**src/rtl/pwm_controller_n.sv**
```systemverilog
// Multi-channel PWM generator sharing one prescaled period counter.
// Duty words are double-buffered and reload only at period boundaries.
// Supports edge-aligned and centre-aligned counting.
module pwm_controller_n #(
  parameter int unsigned NUM_CH  = 4,
  parameter int unsigned CNT_W   = 8,
  parameter int unsigned PRESC_W = 8
) (
  input  logic                    clk,
  input  logic                    rst,
  input  logic [NUM_CH-1:0]       enable,
  input  logic                    mode,
  input  logic [PRESC_W-1:0]      prescale,
  input  logic [CNT_W-1:0]        period,
  input  logic [NUM_CH*CNT_W-1:0] duty,
  output logic [NUM_CH-1:0]       pwm_out,
  output logic                    period_end
);

  typedef enum logic {
    ST_IDLE = 1'b0,
    ST_RUN  = 1'b1
  } state_t;

  state_t                state;
  state_t                state_nxt;
  logic [PRESC_W-1:0]    presc;
  logic [PRESC_W-1:0]    presc_nxt;
  logic [CNT_W-1:0]      cnt;
  logic [CNT_W-1:0]      cnt_nxt;
  logic                  dir_down;
  logic                  dir_nxt;
  logic                  mode_r;
  logic                  mode_nxt;
  logic [CNT_W-1:0]      dreg     [NUM_CH];
  logic [CNT_W-1:0]      dreg_nxt [NUM_CH];
  logic [NUM_CH-1:0]     pwm_nxt;
  logic                  pend_nxt;
  logic                  tick;
  logic                  load;
  logic                  any_en;

  assign any_en = |enable;

  // Next-state: prescaler, counter/direction, shadow load and compare
  always_comb begin
    state_nxt = state;
    presc_nxt = presc;
    cnt_nxt   = cnt;
    dir_nxt   = dir_down;
    mode_nxt  = mode_r;
    dreg_nxt  = dreg;
    pend_nxt  = 1'b0;
    tick      = 1'b0;
    load      = 1'b0;
    pwm_nxt   = '0;

    case (state)
      ST_IDLE: begin
        // Hold counter at origin and keep shadows tracking the config inputs
        presc_nxt = '0;
        cnt_nxt   = '0;
        dir_nxt   = 1'b0;
        mode_nxt  = mode;
        load      = 1'b1;
        if (any_en) begin
          state_nxt = ST_RUN;
        end
      end

      ST_RUN: begin
        if (!any_en) begin
          state_nxt = ST_IDLE;
          presc_nxt = '0;
          cnt_nxt   = '0;
          dir_nxt   = 1'b0;
          mode_nxt  = mode;
          load      = 1'b1;
        end else begin
          // >= keeps the prescaler from running away if prescale shrinks
          tick      = (presc >= prescale);
          presc_nxt = tick ? '0 : presc + PRESC_W'(1);
          if (tick) begin
            if (!mode_r) begin
              // Edge-aligned: 0..period then wrap
              if (cnt >= period) begin
                cnt_nxt  = '0;
                pend_nxt = 1'b1;
              end else begin
                cnt_nxt = cnt + CNT_W'(1);
              end
              dir_nxt = 1'b0;
            end else if (period == '0) begin
              // Degenerate centre period: stay at zero, every tick ends
              cnt_nxt  = '0;
              dir_nxt  = 1'b0;
              pend_nxt = 1'b1;
            end else if (!dir_down) begin
              if (cnt >= period) begin
                // Turnaround; with period 1 the down step lands on zero at once
                if (cnt == CNT_W'(1)) begin
                  cnt_nxt  = '0;
                  dir_nxt  = 1'b0;
                  pend_nxt = 1'b1;
                end else begin
                  cnt_nxt = cnt - CNT_W'(1);
                  dir_nxt = 1'b1;
                end
              end else begin
                cnt_nxt = cnt + CNT_W'(1);
              end
            end else begin
              if (cnt <= CNT_W'(1)) begin
                cnt_nxt  = '0;
                dir_nxt  = 1'b0;
                pend_nxt = 1'b1;
              end else begin
                cnt_nxt = cnt - CNT_W'(1);
              end
            end
            load = pend_nxt;
          end
        end
      end

      default: begin
        state_nxt = ST_IDLE;
      end
    endcase

    for (int i = 0; i < int'(NUM_CH); i++) begin
      if (load) begin
        dreg_nxt[i] = duty[i*CNT_W +: CNT_W];
      end
      pwm_nxt[i] = enable[i] & (cnt_nxt < dreg_nxt[i]);
    end
  end

  // State and output registers
  always_ff @(posedge clk or posedge rst) begin
    if (rst) begin
      state      <= ST_IDLE;
      presc      <= '0;
      cnt        <= '0;
      dir_down   <= 1'b0;
      mode_r     <= 1'b0;
      pwm_out    <= '0;
      period_end <= 1'b0;
      for (int i = 0; i < int'(NUM_CH); i++) begin
        dreg[i] <= '0;
      end
    end else begin
      state      <= state_nxt;
      presc      <= presc_nxt;
      cnt        <= cnt_nxt;
      dir_down   <= dir_nxt;
      mode_r     <= mode_nxt;
      pwm_out    <= pwm_nxt;
      period_end <= pend_nxt;
      for (int i = 0; i < int'(NUM_CH); i++) begin
        dreg[i] <= dreg_nxt[i];
      end
    end
  end

endmodule

```
**config.mk**
```make
export PLATFORM = sky130hd
export DESIGN_NAME = pwm_controller_n
export DESIGN_NICKNAME = d
export VERILOG_FILES = /design/src/rtl/pwm_controller_n.sv
export SDC_FILE = /design/constraint.sdc
export NUM_CORES = 1
export LEC_CHECK = 0
export CAP_MARGIN = 20
export CORE_UTILIZATION = 50
export CTS_CLUSTER_DIAMETER = 30
export DETAILED_ROUTE_END_ITERATION = 12
export PLACE_DENSITY = 0.8
export RECOVER_POWER = 50
export SYNTH_ARGS = -nofsm -noshare
export SYNTH_HDL_FRONTEND = slang
export SYNTH_SLANG_ARGS = --single-unit
```
**constraint.sdc**
```tcl
create_clock -name clk -period 8.3 [get_ports clk]
set_input_delay 1.245 -clock clk [delete_from_list [all_inputs] [get_ports clk]]
set_output_delay 1.245 -clock clk [all_outputs]
set_load 0.1 [all_outputs]
```
==> results of run 1 <==
area by class of cell:
type	instances	area [sq um]	area share, %
inverters	25	93.84	1.864
clock buffers	7	86.33	1.715
well taps	105	131.4	2.609
clock inverters	1	7.507	0.1491
repair buffers	62	609.3	12.10
flip-flops and latches	56	1401	27.83
multi-input cells	314	2705	53.73
critical path: cells and delay by family:
kind            cells  cell delay [ps]
simple gates        1              440
buf+inv             3              700
fa+ha+maj           2              560
compound gates      9             2110
where the power goes:
group	leakage, nW	switching, W	internal (W)	total [W]
logic	1.56	0.000217	0.000209	0.000426
clock network	0.0445	0.0000890	0.0000681	0.000157
registers	0.684	0.0000601	0.000328	0.000388
total	2.29	0.000366	0.000605	0.000971
cell families (layout without fill, tap and decap cells):
| kind of cell | Yosys count | after routing | share of synthesized area (%) |
|---|---|---|---|
| adder cells (fa/ha/maj) | 48 | 48 | 13.98 |
| AO/OA/AOI/OAI | 89 | 89 | 16.37 |
| XOR/XNOR | 14 | 14 | 2.855 |
| multiplexers | 60 | 60 | 17.71 |
| AND/OR/NAND/NOR | 103 | 103 | 11.89 |
| buffers and inverters | 42 | 95 | 4.573 |
| flip-flops | 56 | 56 | 32.62 |
Yosys cell counts (4+ instances only):
| library cell | count | area, sq um |
|---|---|---|
| nand4_1 | 6 | 37.54 |
| nor2_1 | 24 | 90.09 |
| nand2_1 | 21 | 78.83 |
| nor3_1 | 7 | 35.03 |
| inv_1 | 25 | 93.84 |
| a31oi_1 | 9 | 56.30 |
| mux2_4 | 32 | 480.5 |
| nand3_1 | 22 | 110.1 |
| and3_1 | 4 | 25.02 |
| dfrtp_1 | 56 | 1401 |
| a21oi_1 | 12 | 60.06 |
| o211ai_1 | 11 | 82.58 |
| a211o_1 | 4 | 35.03 |
| mux2i_1 | 28 | 280.3 |
| xor2_1 | 7 | 61.31 |
| ha_1 | 48 | 600.6 |
| clkbuf_1 | 10 | 37.54 |
| o21ai_0 | 8 | 40.04 |
| o2111ai_1 | 8 | 70.07 |
| xnor2_1 | 7 | 61.31 |
| buf_6 | 4 | 45.04 |
| a21o_1 | 10 | 75.07 |
| and2_1 | 4 | 25.02 |
metrics by stage:
| step | instances | setup slack (ps) | util (%) |
|---|---|---|---|
| global route | 570 | 3208 | 60.97 |
| detailed placement | 562 | 3180 | 59.88 |
| global placement | 562 | 3292 | 59.88 |
| CTS | 570 | 3493 | 61.02 |
| finish | 570 | 3427 | 60.97 |
| floorplan | 412 | 4202 | - |
routing by layer:
metal | vias up | share of wire [%] | global-route usage [%]
li1 | 1645 | - | -
met4 | 0 | 2.8 | 9.091
met1 | 1608 | 45 | 32.23
met3 | 22 | 6.3 | 4.187
met2 | 134 | 46 | 36.45
met5 | - | 0 | 0
path summary, 6_finish.rpt:
check	from	end	slack (ps)
worst max-delay path	prescale[2]	pwm_out[0]	3430
worst min-delay path	dreg[4]	dreg[4]	520
worst max register to register	cnt[0]	pwm_out[0]	4010
worst min register to register	dreg[4]	dreg[4]	520
max in group asynchronous	rst	dreg[21]	4070
min in group asynchronous	rst	dreg[14]	2530
state kept, by name (all words and copies together), names as in the netlist:
register,flops
dreg,32
cnt,8
presc,8
pwm_out,4
dir_down,1
mode_r,1
period_end,1
state,1
==> run_results.csv, run 1 <==
group,metric,value,unit
clock_network,cts_resized,0,
global_route,grt_pass1_wl,16390,microns
timing,period_needed,4873,ps
place,hpwl,7320,microns
clock_network,cts_tree,"built",
synthesis,yosys_warnings,0,
critical_path,end_kind,"flip-flop",
timing,fmax,0.2052,GHz
timing,hold_violations,0,
global_route,antenna_found_initial,0,
final_layout,stdcell_area,0.005035,sq mm
critical_path,timing_worst_setup_path_type,"in -> reg",
worst_hold_path,hold_class,"reg -> reg",
pwr,power_leakage,2.286,nW
final_layout,diodes,0,
critical_path,worstSetupStartpointType,"primary input",
final_layout,final_cell_mix,"clkdlybuf4s50_1, dfrtp_1, ha_1",
critical_path,crit_chain,"clkdlybuf4s50_1, inv_1, ha_1, a211o_1, a31oi_1, o311ai_1, buf_4, nor2_1, o311ai_0, a21oi_1, ha_1, o211ai_1, a211o_1, a31oi_1, a31oi_1",
final_layout,area_delta_synth_final,17.22,%
timing,rsz0062_at_grt,"no",
routing,wl_per_cell,17.33,microns
final_layout,nFillCells,677,
routing,drt-pass1-iter-count,4,
timing,setup_viol,0,
critical_path,cp_slowest_cell,"a21oi_1",
routing,drc,0,
clock_network,clk_pin_slew_worst_paths,100,ps
place,place.gp.congestion,0.9090,
floorplanning,die_area,0.008965,sq mm
synthesis,seq_area_frac_synth,32.62,%
routing,ant_nets,0,
status,violations,"max-capacitance violations, max-slew violations",
floorplanning,io_pins,60,
timing,min_period_over_period,58.71,%
synthesis,synth_edf_count,0,
routing,drt-total-wl,9880,microns
worst_hold_path,hold_depth,1,
clock_network,postCtsHoldBufs,0,
timing,drv_slew,57,
critical_path,cp_data_required_time,8490,ps
synthesis,async_flop_share,100.0,%
timing,setup-tns-final,0,ps
place,postPlaceCellArea,0.004945,sq mm
critical_path,slowest_delay,620,ps
synthesis,syn-cell-area,0.004295,sq mm
final_layout,layout_commonest_cell,"clkdlybuf4s50_1",
clock_network,cts_max_path_buffers,2,
floorplanning,die_width,94.69,microns
synthesis,synthCells,412,
floorplanning,design.core.area,0.008258,sq mm
routing,vias,3409,
place,portBuffers,59,
final_layout,layout-drive-gt1-share,9.892,%
floorplanning,start_util,52.02,%
pwr,power.density,192.9,mW/mm^2
clock_network,postCtsSetupRepairBufs,0,
timing,fin_skew,8.852,ps
critical_path,worstRegToRegCells,14,
global_route,grt.overflow.total,0,
timing,slew_headroom,-101.9,%
synthesis,syn_area_per_cell,10.43,sq um
global_route,track_usage,23.40,%
synthesis,ys.flop_type,"dfrtp_1",
pwr,vdd_ir_drop_max,93.95,uV
clock_network,cts.sinks,56,
synthesis,synth_cell_type_count,55,
clock_network,cts.root.buffer_cell,"clkbuf_8",
synthesis,synth_nets,515,
routing,routed_via_density,5.981,
floorplanning,rows,33,
clock_network,cts_htree_levels,2,
critical_path,critPathArrivalTime,5060,ps
final_layout,nets,567,
pwr,power,0.0009714,W
critical_path,crit_top_cell,"a31oi_1",
global_route,grt_max_degree,61,
floorplanning,fp.dieH,94.69,microns
critical_path,crit_fanout,14,
clock_network,clkLatencyLatePin,310,ps
timing,tightestPinTransition,3029,ps
status,status,"finished, violations left",
synthesis,ys_ff_latch,56,
global_route,grt_pass1_vias,3453,
timing,fin_hold_ws,518.1,ps
clock_network,cts-buffers-inserted,5,
job,max_cap_viol_count,1,
routing,drt-initial-drc-count,154,
No activity file was read; power rests on OpenSTA's default activity.
==> run 2, diff against run 1 <==
--- a/config.mk
+++ b/config.mk
@@ -9,7 +9,7 @@
 export CORE_UTILIZATION = 50
 export CTS_CLUSTER_DIAMETER = 30
 export DETAILED_ROUTE_END_ITERATION = 12
-export PLACE_DENSITY = 0.8
+export PLACE_DENSITY = 0.83
 export RECOVER_POWER = 50
 export SYNTH_ARGS = -nofsm -noshare
 export SYNTH_HDL_FRONTEND = slang
==> constraint.sdc (replaced) <==
create_clock -name clk -period 4.3 [get_ports clk]
set_input_delay 0.645 -clock clk [delete_from_list [all_inputs] [get_ports clk]]
set_output_delay 0.645 -clock clk [all_outputs]
set_load 0.1 [all_outputs]
==> run 2 against run 1 <==
The run still ends with max-capacitance violations, max-slew violations left. Setup slack lost 3100 ps. Clock power grew 120%. Clock skew grew 2.3 ps. Critical path type unchanged.
==> run_results.csv, run 2 (synthesis gave the netlist of run 1 again) <==
group,metric,value,unit
timing,setup-tns-final,0,ps
clock_network,cts_tree,"built",
critical_path,crit_start,"prescale[2]",
clock_network,cts-buffers-inserted,5,
timing,slew_headroom,-23.86,%
global_route,met1_usage,32.42,%
critical_path,rr_endpoint,"pwm_out[3]",
final_layout,final_cell_mix,"clkdlybuf4s50_1, dfrtp_1, ha_1",
critical_path,cp_data_required_time,4530,ps
final_layout,area_delta_synth_final,20.97,%
final_layout,diodes,0,
global_route,track_usage,25.57,%
worst_hold_path,min-delay-start,"dreg[19]",
final_layout,multi_input_area,0.002705,sq mm
critical_path,timing_worst_setup_path_type,"in -> reg",
timing,fmax,0.2536,GHz
floorplanning,fp.dieH,94.69,microns
timing,drv_slew,36,
final_layout,largestRegisters,"dreg: 32 flops, cnt: 8 flops, presc: 8 flops",
critical_path,r2r_setup_slack,520,ps
pwr,vdd_ir_drop_max,185.9,uV
routing,wl_per_cell,17.88,microns
critical_path,crit_fanout,13,
critical_path,end_kind,"flip-flop",
timing,period_needed,3943,ps
critical_path,crit_chain,"clkdlybuf4s50_1, inv_1, ha_1, a211o_1, a31oi_1, o311a_1, buf_4, o21ai_4, buf_4, mux2i_1, ha_1, a21o_1, a21oi_1, o21ai_0, a41oi_1",
clock_network,postCtsSetupRepairBufs,0,
clock_network,cts_resized,0,
pwr,power.density,373.7,mW/mm^2
floorplanning,design.core.area,0.008258,sq mm
final_layout,layout-drive-gt1-share,13.25,%
routing,drt-total-wl,10520,microns
clock_network,clk_pin_slew_worst_paths,100,ps
final_layout,largest_reg_flops,32,
floorplanning,start_util,52.02,%
routing,drt-pass1-iter-count,4,
routing,ant_nets,0,
global_route,grt_pass1_wl,17820,microns
place,place.gp.congestion,0.9900,
floorplanning,io_pins,60,
timing,tightestPinTransition,1858,ps
global_route,antenna_found_initial,0,
job,max_cap_viol_count,1,
place,hpwl,8124,microns
status,status,"finished, violations left",
routing,routed_via_density,6.092,
routing,drc,0,
worst_hold_path,hold_class,"reg -> reg",
final_layout,nets,585,
floorplanning,die_width,94.69,microns
clock_network,cts.sinks,56,
clock_network,cts_htree_levels,2,
critical_path,worstRegToRegCells,12,
floorplanning,rows,33,
critical_path,r2r-start,"cnt[2]",
timing,min_period_over_period,91.69,%
global_route,use_met3,3.301,%
global_route,grt.met2_usage,44.30,%
status,violations,"max-capacitance violations, max-slew violations",
final_layout,seqCellArea,0.001401,sq mm
place,portBuffers,59,
global_route,grt_pass1_vias,3831,
final_layout,top_register,"dreg",
critical_path,critPathArrivalTime,4180,ps
critical_path,slowest_delay,480,ps
timing,fin_skew,11.14,ps
clock_network,cts_max_path_buffers,2,
final_layout,layout_commonest_cell,"clkdlybuf4s50_1",
global_route,grt-busiest-layer,"met2",
routing,vias,3582,
pwr,power,0.001942,W
worst_hold_path,hold_depth,1,
global_route,grt.overflow.total,0,
timing,rsz0062_at_grt,"no",
clock_network,postCtsHoldBufs,0,
routing,drt-initial-drc-count,187,
critical_path,cp_slowest_cell,"o311a_1",
critical_path,crit_end,"pwm_out[2]",
critical_path,worstSetupStartpointType,"primary input",
global_route,grt_max_degree,36,
timing,hold_violations,0,
timing,setup_viol,0,
pwr,power_leakage,2.389,nW
floorplanning,die_area,0.008965,sq mm
clock_network,cts.root.buffer_cell,"clkbuf_8",
final_layout,nFillCells,668,
clock_network,clkLatencyLatePin,320,ps
[run 2: cell count changes in the layout (fill, tap and decap cells not counted)]
cell | previous run | this run
clkbuf_8 | 6 | 5
buf_12 | 0 | 1
clkinv_1 | 1 | 0
bufinv_16 | 0 | 1
inv_1 | 24 | 25
clkinv_2 | 0 | 1
buf_4 | 2 | 18
[run 2: report_power, final]
part / total [W] / switching [W] / internal (W)
logic: 0.000841 / 0.000425 / 0.000416
registers: 0.000748 / 0.000115 / 0.000634
clock network: 0.000353 / 0.000180 / 0.000173
total: 0.00194 / 0.000720 / 0.00122
[run 2: metal layers]
metal / vias to the layer above / wire [microns]
li1: 1684 / -
met1: 1737 / 4477
met2: 138 / 5213
met3: 23 / 591
met4: 0 / 232
met5: - / 0
[run 2: layout make-up]
class,count,share of cell area (%)
Multi-Input combinational cell,314,52.06
Sequential cell,56,26.97
Timing Repair Buffer,80,14.50
Tap cell,105,2.528
Inverter,25,1.806
Clock buffer,5,1.324
Clock inverter,3,0.8187
[run 2: worst min-delay path by stage]
stage | end | slack, ps
global placement | dreg[30] | 490
detailed placement | dreg[30] | 500
finish | dreg[19] | 520
global route | dreg[5] | 540
floorplan | presc[0] | 470
CTS | dreg[9] | 520
[run 2: critical path: cells and delay by family]
kind            cells  cell delay [ps]
mux                 1              280
buf+inv             4             1000
compound gates      8             1660
fa+ha+maj           2              570
[run 2: stage by stage]
| stage | std cells | worst slack [ps] | util, % | hold slack (ps) | cell area (sq um) |
|---|---|---|---|---|---|
| global placement | 580 | 68.88 | 61.67 | 491.5 | 5092 |
| CTS | 588 | 336.9 | 63.02 | 523.9 | 5204 |
| detailed placement | 580 | 8.777 | 61.67 | 497.5 | 5092 |
| floorplan | 412 | 654.7 | - | 466.6 | 4295 |
| finish | 588 | 357.3 | 62.92 | 521.7 | 5196 |
| global route | 588 | 110.2 | 62.92 | 535.4 | 5196 |
